==> src/rtl/ub_intr_pkg.sv <==
// Shared types and constants for the IO bus interrupt arbiter.
package ub_intr_pkg;

  // Acknowledge-cycle sequencer states.
  typedef enum logic [1:0] {
    StIdle,
    StSelect,
    StAck,
    StRelease
  } arbState_t;

  // Bus-request levels as carried on devLVL / iackLVL.
  localparam logic [1:0] BR4 = 2'd0;
  localparam logic [1:0] BR5 = 2'd1;
  localparam logic [1:0] BR6 = 2'd2;
  localparam logic [1:0] BR7 = 2'd3;

endpackage

==> src/rtl/ub_rr_pick.sv <==
// Combinational round-robin first-one finder: first set bit of cand at or above ptr,
// wrapping modulo NDEV.
module ub_rr_pick #(
  parameter int unsigned NDEV = 4
) (
  input  logic [NDEV-1:0]         cand,
  input  logic [$clog2(NDEV)-1:0] ptr,
  output logic [$clog2(NDEV)-1:0] win,
  output logic                    valid
);

  localparam int unsigned PW = $clog2(NDEV);

  logic [2*NDEV-1:0] dbl;
  logic [PW:0]       idx;

  // Scan a doubled request vector over the window [ptr, ptr+NDEV), then fold the index back.
  always_comb begin
    dbl   = {cand, cand};
    idx   = '0;
    valid = 1'b0;
    win   = '0;
    // Downward scan so the lowest matching position wins.
    for (int j = int'(2 * NDEV) - 1; j >= 0; j--) begin
      if (dbl[j] && (j >= int'(ptr)) && (j < int'(ptr) + int'(NDEV))) begin
        idx   = (PW + 1)'(j);
        valid = 1'b1;
      end
    end
    for (int i = 0; i < int'(NDEV); i++) begin
      if ((idx == (PW + 1)'(i)) || (idx == (PW + 1)'(i + int'(NDEV)))) begin
        win = PW'(i);
      end
    end
  end

endmodule

==> src/rtl/ub_intr_arb.sv <==
// Interrupt priority arbiter for one IO bus adapter: level summary plus a round-robin
// acknowledge sequencer that latches the winning device's vector.
module ub_intr_arb
  import ub_intr_pkg::*;
#(
  parameter int unsigned NDEV  = 4,
  parameter int unsigned VECTW = 16
) (
  input  logic                  clk,
  input  logic                  rst,
  input  logic [NDEV-1:0]       devREQ,
  input  logic [2*NDEV-1:0]     devLVL,
  input  logic [VECTW*NDEV-1:0] devVECT,
  output logic [3:0]            busINTR,
  input  logic                  iackREQ,
  input  logic [1:0]            iackLVL,
  output logic [NDEV-1:0]       devIACK,
  output logic [VECTW-1:0]      iackVECT,
  output logic                  iackACK,
  output logic                  iackNXD
);

  localparam int unsigned PW = $clog2(NDEV);

  arbState_t        state;
  logic [1:0]       lvlReg;
  logic [PW-1:0]    rrPtr;
  logic [NDEV-1:0]  cand;
  logic [PW-1:0]    win;
  logic             winValid;
  logic [VECTW-1:0] winVect;

  // Level summary: one bit per BR level with any pending request.
  always_comb begin
    busINTR = '0;
    for (int i = 0; i < int'(NDEV); i++) begin
      if (devREQ[i]) busINTR[devLVL[2*i +: 2]] = 1'b1;
    end
  end

  // Candidates are live requests at the level latched for this acknowledge.
  always_comb begin
    cand = '0;
    for (int i = 0; i < int'(NDEV); i++) begin
      cand[i] = devREQ[i] & (devLVL[2*i +: 2] == lvlReg);
    end
  end

  ub_rr_pick #(
    .NDEV(NDEV)
  ) u_rr_pick (
    .cand (cand),
    .ptr  (rrPtr),
    .win  (win),
    .valid(winValid)
  );

  // Vector mux for the current winner.
  always_comb begin
    winVect = '0;
    for (int i = 0; i < int'(NDEV); i++) begin
      if (win == PW'(i)) winVect = devVECT[i*VECTW +: VECTW];
    end
  end

  // Acknowledge sequencer with registered outputs.
  always_ff @(posedge clk) begin
    if (rst) begin
      state    <= StIdle;
      lvlReg   <= BR4;
      rrPtr    <= '0;
      devIACK  <= '0;
      iackVECT <= '0;
      iackACK  <= 1'b0;
      iackNXD  <= 1'b0;
    end else begin
      unique case (state)
        StIdle: begin
          if (iackREQ) begin
            lvlReg <= iackLVL;
            state  <= StSelect;
          end
        end
        StSelect: begin
          if (winValid) begin
            devIACK  <= NDEV'(1) << win;
            iackVECT <= winVect;
            iackACK  <= 1'b1;
            // Explicit wrap keeps non-power-of-2 NDEV inside 0..NDEV-1.
            rrPtr    <= (win == PW'(NDEV - 1)) ? '0 : win + 1'b1;
          end else begin
            iackNXD  <= 1'b1;
            iackVECT <= '0;
          end
          state <= StAck;
        end
        StAck: begin
          // Outputs stay frozen until the adapter drops its request.
          if (!iackREQ) begin
            devIACK  <= '0;
            iackVECT <= '0;
            iackACK  <= 1'b0;
            iackNXD  <= 1'b0;
            state    <= StRelease;
          end
        end
        StRelease: begin
          state <= StIdle;
        end
        default: begin
          state <= StIdle;
        end
      endcase
    end
  end

endmodule
==> config.mk <==
export PLATFORM = sky130hd
export DESIGN_NAME = ub_intr_arb
export DESIGN_NICKNAME = d
export VERILOG_FILES = /design/src/rtl/ub_intr_pkg.sv /design/src/rtl/ub_rr_pick.sv /design/src/rtl/ub_intr_arb.sv
export SDC_FILE = /design/constraint.sdc
export NUM_CORES = 1
export LEC_CHECK = 0
export CAP_MARGIN = 20
export CORE_AREA = 2 2 66 93
export DETAILED_ROUTE_END_ITERATION = 10
export DIE_AREA = 0 0 68 95
export PLACE_DENSITY = 0.74
export SYNTH_ARGS = -nofsm -noshare
export SYNTH_HDL_FRONTEND = slang
export SYNTH_SLANG_ARGS = --single-unit
==> constraint.sdc <==
create_clock -name clk -period 3.4 [get_ports clk]
set_input_delay 1.02 -clock clk [delete_from_list [all_inputs] [get_ports clk]]
set_output_delay 1.02 -clock clk [all_outputs]
set_load 0.05 [all_outputs]
==> results_dict.tcl, run 1 <==
set metrics [dict create \
    postCtsSetupBuffers 0 \
    max_slew_margin 0.641 \
    dieArea_um2 6460 \
    ff2ff_path_depth 12 \
    clockBufferDepth 2 \
    grt_pass1_vias 2030 \
    drt_first_pass_iters 4 \
    hold_path.class "reg -> reg" \
    synthFlopType "dfxtp_1" \
    place_inst 424 \
    synth_edf_count 0 \
    holdWs_ps 455 \
    synth_top_cell_area_share 0.304 \
    nNetsFinal 449 \
    die_h_um 95 \
    synthDistinctLibCells 37 \
    holdBufCountCts 0 \
    synth.area.top_cells "dfxtp_1, a221oi_1, a21oi_1, nor2b_1, nand2_1" \
    clock_sinks 28 \
    htree_levels 1 \
    grt_pass1_wl_um 9290 \
    worstPathArrival_ps 2290 \
    endpoint_kind "primary output" \
    io-pin-count 107 \
    pwr_density_cell_nw_per_um2 509 \
    yosysSeqAreaShare 0.304 \
    min_period_over_period 0.973 \
    via_count 2214 \
    setup_viol 0 \
    post-route-util 0.584 \
    core_um2 5700 \
    drv_cap 0 \
    nFillCells 517 \
    clock_latency_ps 280 \
    whs_path_depth 2 \
    crit_path_start "devLVL[0]" \
    slew_violations 0 \
    via_per_inst 5.16 \
    final_cell_area_um2 3330 \
    leakage_nw 1.29 \
    syn_inst 241 \
    post-place-ws_ps -341 \
    period_needed_ps 3310 \
    dp_hpwl_um 4770 \
    crit_fanout 4 \
    grt_util_all_layers 0.184 \
    synthesis.area_um2 1850 \
    port_buffers 106 \
    ys_warn_count 0 \
    dpl_cell_area_um2 3160 \
    grt-ovfl-total 0 \
    clk_pin_slew_ps 90 \
    drc_errors 0 \
    wl_per_cell_um 14.3 \
    fmax_mhz 302 \
    layout-drive-gt1-share 0.134 \
    syn_area_per_cell_um2 7.66 \
    r2r-end "iackVECT[14]" \
    yosys.area.top_type "dfxtp_1" \
    rrSetupSlack_ps 850 \
    critical_path_class "in -> out" \
    status "completed" \
    syn_to_final_growth_pct 80.4 \
    async_flop_share 0 \
    r2r_start "lvlReg[0]" \
    finalHoldViolations 0 \
    start_util 0.324 \
    cts_made_buffers 3 \
    dr.first_iter.drc_count 80 \
    wl_um 6140 \
    cts-root-buf "clkbuf_8" \
    peakVddDrop_uv 289 \
    fp-row-count 33 \
    critPathLaunchType "input pin" \
    final_cells 429 \
    synth-seq-cells 28 \
    worst_clock_skew_ps 10.4 \
    antenna_found_initial 0 \
    ant_nets 0 \
    die_x_um 68 \
    tightest_slew_ps 537 \
    n_antenna_cell 0 \
    worstPathRequired_ps 2380 \
    syn_nets 330 \
    gp_congestion 0.718 \
    crit_end "busINTR[3]" \
    tritoncts "built" \
    synth_commonest_cells "dfxtp_1, nand2_1, a21oi_1" \
    setup_ws_ps 90.9 \
    grt_start_max_net_pins 34 \
]
worst min path at each step:
| stage | from | endpoint | slack, ps |
|---|---|---|---|
| 4_1_cts | iackVECT[12] | iackVECT[12] | 460 |
| 2_1_floorplan | state[1] | state[1] | 490 |
| 3_3_place_gp | iackVECT[12] | iackVECT[12] | 430 |
| 5_1_grt | iackACK | iackACK | 480 |
| 6_report | iackVECT[6] | iackVECT[6] | 450 |
| 3_5_place_dp | iackVECT[12] | iackVECT[12] | 440 |
worst max-delay path, cell delays in order:
cell and delay, ps:
clkdlybuf4s50_1 470, buf_4 180, a31oi_1 190, o211ai_1 130, bufbuf_16 300
metal layers:
metal,global-route usage,wire length (um),part of all wire,vias to the layer above
li1,-,-,-,1112
met1,0.205,2360,0.38,1002
met2,0.343,3090,0.50,96
met3,0.0369,635,0.10,4
met4,0.0483,51,0.0083,0
met5,0,0,0,-
layout by cell type (no fill, tap or decap), types with 3 or more instances in the layout:
| cell | instances |
|---|---|
| dfxtp_1 | 28 |
| xnor2_1 | 6 |
| clkbuf_8 | 3 |
| o22ai_1 | 3 |
| nor2_1 | 7 |
| clkdlybuf4s50_1 | 99 |
| o21ai_0 | 8 |
| nor2b_1 | 18 |
| a22o_1 | 4 |
| a221oi_1 | 10 |
| a21oi_1 | 23 |
| buf_12 | 6 |
| inv_1 | 7 |
| nor3_1 | 20 |
| nand2_1 | 28 |
| o21ai_1 | 11 |
| a221oi_2 | 6 |
| ha_1 | 8 |
| nand3_1 | 7 |
| buf_4 | 22 |
| dlymetal6s2s_1 | 3 |
registers in the layout, indices dropped and copies added, names as in the netlist:
name	cells
devIACK	4
iackNXD	1
state	2
iackVECT	16
rrPtr	2
lvlReg	2
iackACK	1
cell families after synthesis:
group	Yosys count	synth area share
AND/OR/NAND/NOR	93	0.258
adder cells (fa/ha/maj)	8	0.0542
AO/OA/AOI/OAI	77	0.270
flip-flops	28	0.304
multiplexers	2	0.0108
buffers and inverters	25	0.0658
XOR/XNOR	8	0.0380
power breakdown:
part / internal (mW) / switching (mW)
clock network: 0.158 / 0.107
logic: 0.464 / 0.542
registers: 0.384 / 0.0411
total: 1.01 / 0.690
per-stage QoR:
stage / power [mW] / setup TNS, ps
after floorplan: 1.03 / 0
after global placement: 1.37 / -1450
after detailed placement: 1.39 / -2090
after CTS: 1.67 / 0
after global routing: 1.83 / -157
final: 1.70 / 0
layout make-up:
class	count	area, um^2	area share
sequential	28	561	0.168
tap	70	87.6	0.0263
clock buffer	3	41.3	0.0124
timing repair buffer	132	1360	0.408
inverter	7	26.3	0.00789
multi-input combinational	188	1230	0.368
clock inverter	1	30.0	0.00902
what timing repair did:
action                     CTS  global route
resized for setup            1            15
pin swaps                    0             1
setup endpoints to repair    1            17
(Power assumes the default switching activity.)
==> run 2: changes to the inputs <==
Settings changed: HOLD_SLACK_MARGIN set to 0.05, SLEW_MARGIN set to 10, TNS_END_PERCENT set to 5.
==> results_dict.tcl, run 2 (same netlist as run 1, synthesis figures left out) <==
set metrics [dict create \
    die_h_um 95 \
    rsz0062_at_grt "true" \
    worst_clock_skew_ps 9.88 \
    dr.first_iter.drc_count 107 \
    fmax_mhz 298 \
    critPathLaunchType "input pin" \
    setup_ws_ps 49.1 \
    drc_errors 0 \
    top_regs "iackVECT x16, devIACK x4" \
    grt_pass1_wl_um 9290 \
    largest_register_ffs 16 \
    io-pin-count 107 \
    die_x_um 68 \
    p_comb_frac 0.591 \
    period_needed_ps 3350 \
    fin_total_pwr_mw 1.69 \
    holdBufCountCts 0 \
    grt_pass1_vias 2030 \
    slew_violations 0 \
    clock_power_share 0.157 \
    grt-ovfl-total 0 \
    gp_congestion 0.718 \
    nNetsFinal 449 \
    final_cells 429 \
    clock_latency_ps 280 \
    endpoint_kind "primary output" \
    worstPathArrival_ps 2330 \
    place_inst 424 \
    setup_viol 0 \
    dp_hpwl_um 4770 \
    post-place-ws_ps -341 \
    intPower_mw 1.00 \
    antenna_found_initial 0 \
    tritoncts "built" \
    swShare 0.408 \
    cts-root-buf "clkbuf_8" \
    grt_start_max_net_pins 34 \
    min_period_over_period 0.986 \
    regMostFlops "iackVECT" \
    peakVddDrop_uv 289 \
    syn_to_final_growth_pct 79.0 \
    pwr_density_cell_nw_per_um2 511 \
    wl_um 6120 \
    leakage_nw 1.25 \
    most-common-layout-cells "clkdlybuf4s50_1, nand2_1, dfxtp_1" \
    sequentialPowerShare 0.252 \
    port_buffers 106 \
    ant_nets 0 \
    clockBufferDepth 2 \
    n_antenna_cell 0 \
    start_util 0.324 \
    wl_per_cell_um 14.3 \
    postCtsSetupBuffers 0 \
    layout-drive-gt1-share 0.131 \
    switchingPower_mw 0.689 \
    finalHoldViolations 0 \
    htree_levels 1 \
    clock_sinks 28 \
    crit_fanout 4 \
    clk_pin_slew_ps 90 \
    via_per_inst 5.15 \
    final_common_cell "clkdlybuf4s50_1" \
    worstPathRequired_ps 2380 \
    cts_made_buffers 3 \
    fp-row-count 33 \
    drt_first_pass_iters 4 \
    drv_cap 0 \
    grt_util_all_layers 0.184 \
    via_count 2210 \
    hold_path.class "reg -> reg" \
    core_um2 5700 \
    status "completed" \
    tightest_slew_ps 538 \
    critical_path_class "in -> out" \
    dieArea_um2 6460 \
    max_slew_margin 0.640 \
]
## run 2: metal layers
layer / vias to the layer above / wire length [um] / global-route usage
met3: 4 / 615 / 0.0369
met2: 94 / 3090 / 0.343
met1: 998 / 2360 / 0.205
met4: 0 / 51 / 0.0483
met5: - / 0 / 0
li1: 1114 / - / -
## run 2: path summary, 6_finish.rpt
kind	depth (start not counted)	slack [ps]	end	start
max	6	50	busINTR[3]	devREQ[2]
min	2	450	iackVECT[9]	iackVECT[9]
max reg2reg	12	860	iackVECT[14]	lvlReg[0]
min reg2reg	2	450	iackVECT[9]	iackVECT[9]
## run 2: timing repair
item | 4_1_cts | 5_1_grt
pin swaps | 0 | 1
gates resized for setup | 1 | 10
gates cloned | 0 | 0
endpoints found under the setup margin | 1 | 17
## run 2: power by group through the flow
stage	sequential (mW)	combinational (mW)	clock (mW)
after floorplan	0.552	0.479	0
after global placement	0.431	0.944	0
after detailed placement	0.432	0.962	0
after CTS	0.425	0.969	0.272
after global routing	0.434	1.10	0.290
final	0.426	0.999	0.265
## run 2: cell type report
type	count	area, um^2
Fill cell	519	2390
Tap cell	70	87.6
Sequential cell	28	561
Timing Repair Buffer	132	1340
Clock buffer	3	41.3
Clock inverter	1	30.0
Multi-Input combinational cell	188	1220
Inverter	7	26.3
## run 2: worst max-delay path, cell delays in order
cell	delay, ps
clkdlybuf4s50_1	440
buf_4	160
and3_1	170
a31oi_1	170
o211ai_1	170
buf_12	190
## run 2: through the flow
| stage | util | hold WS, ps | TNS (ps) | area, um^2 |
|---|---|---|---|---|
| floorplan | - | 487 | 0 | 1850 |
| global placement | 0.555 | 434 | -1450 | 3160 |
| detailed placement | 0.555 | 441 | -2090 | 3160 |
| CTS | 0.569 | 456 | 0 | 3240 |
| global route | 0.580 | 480 | -179 | 3300 |
| finish | 0.580 | 454 | 0 | 3300 |
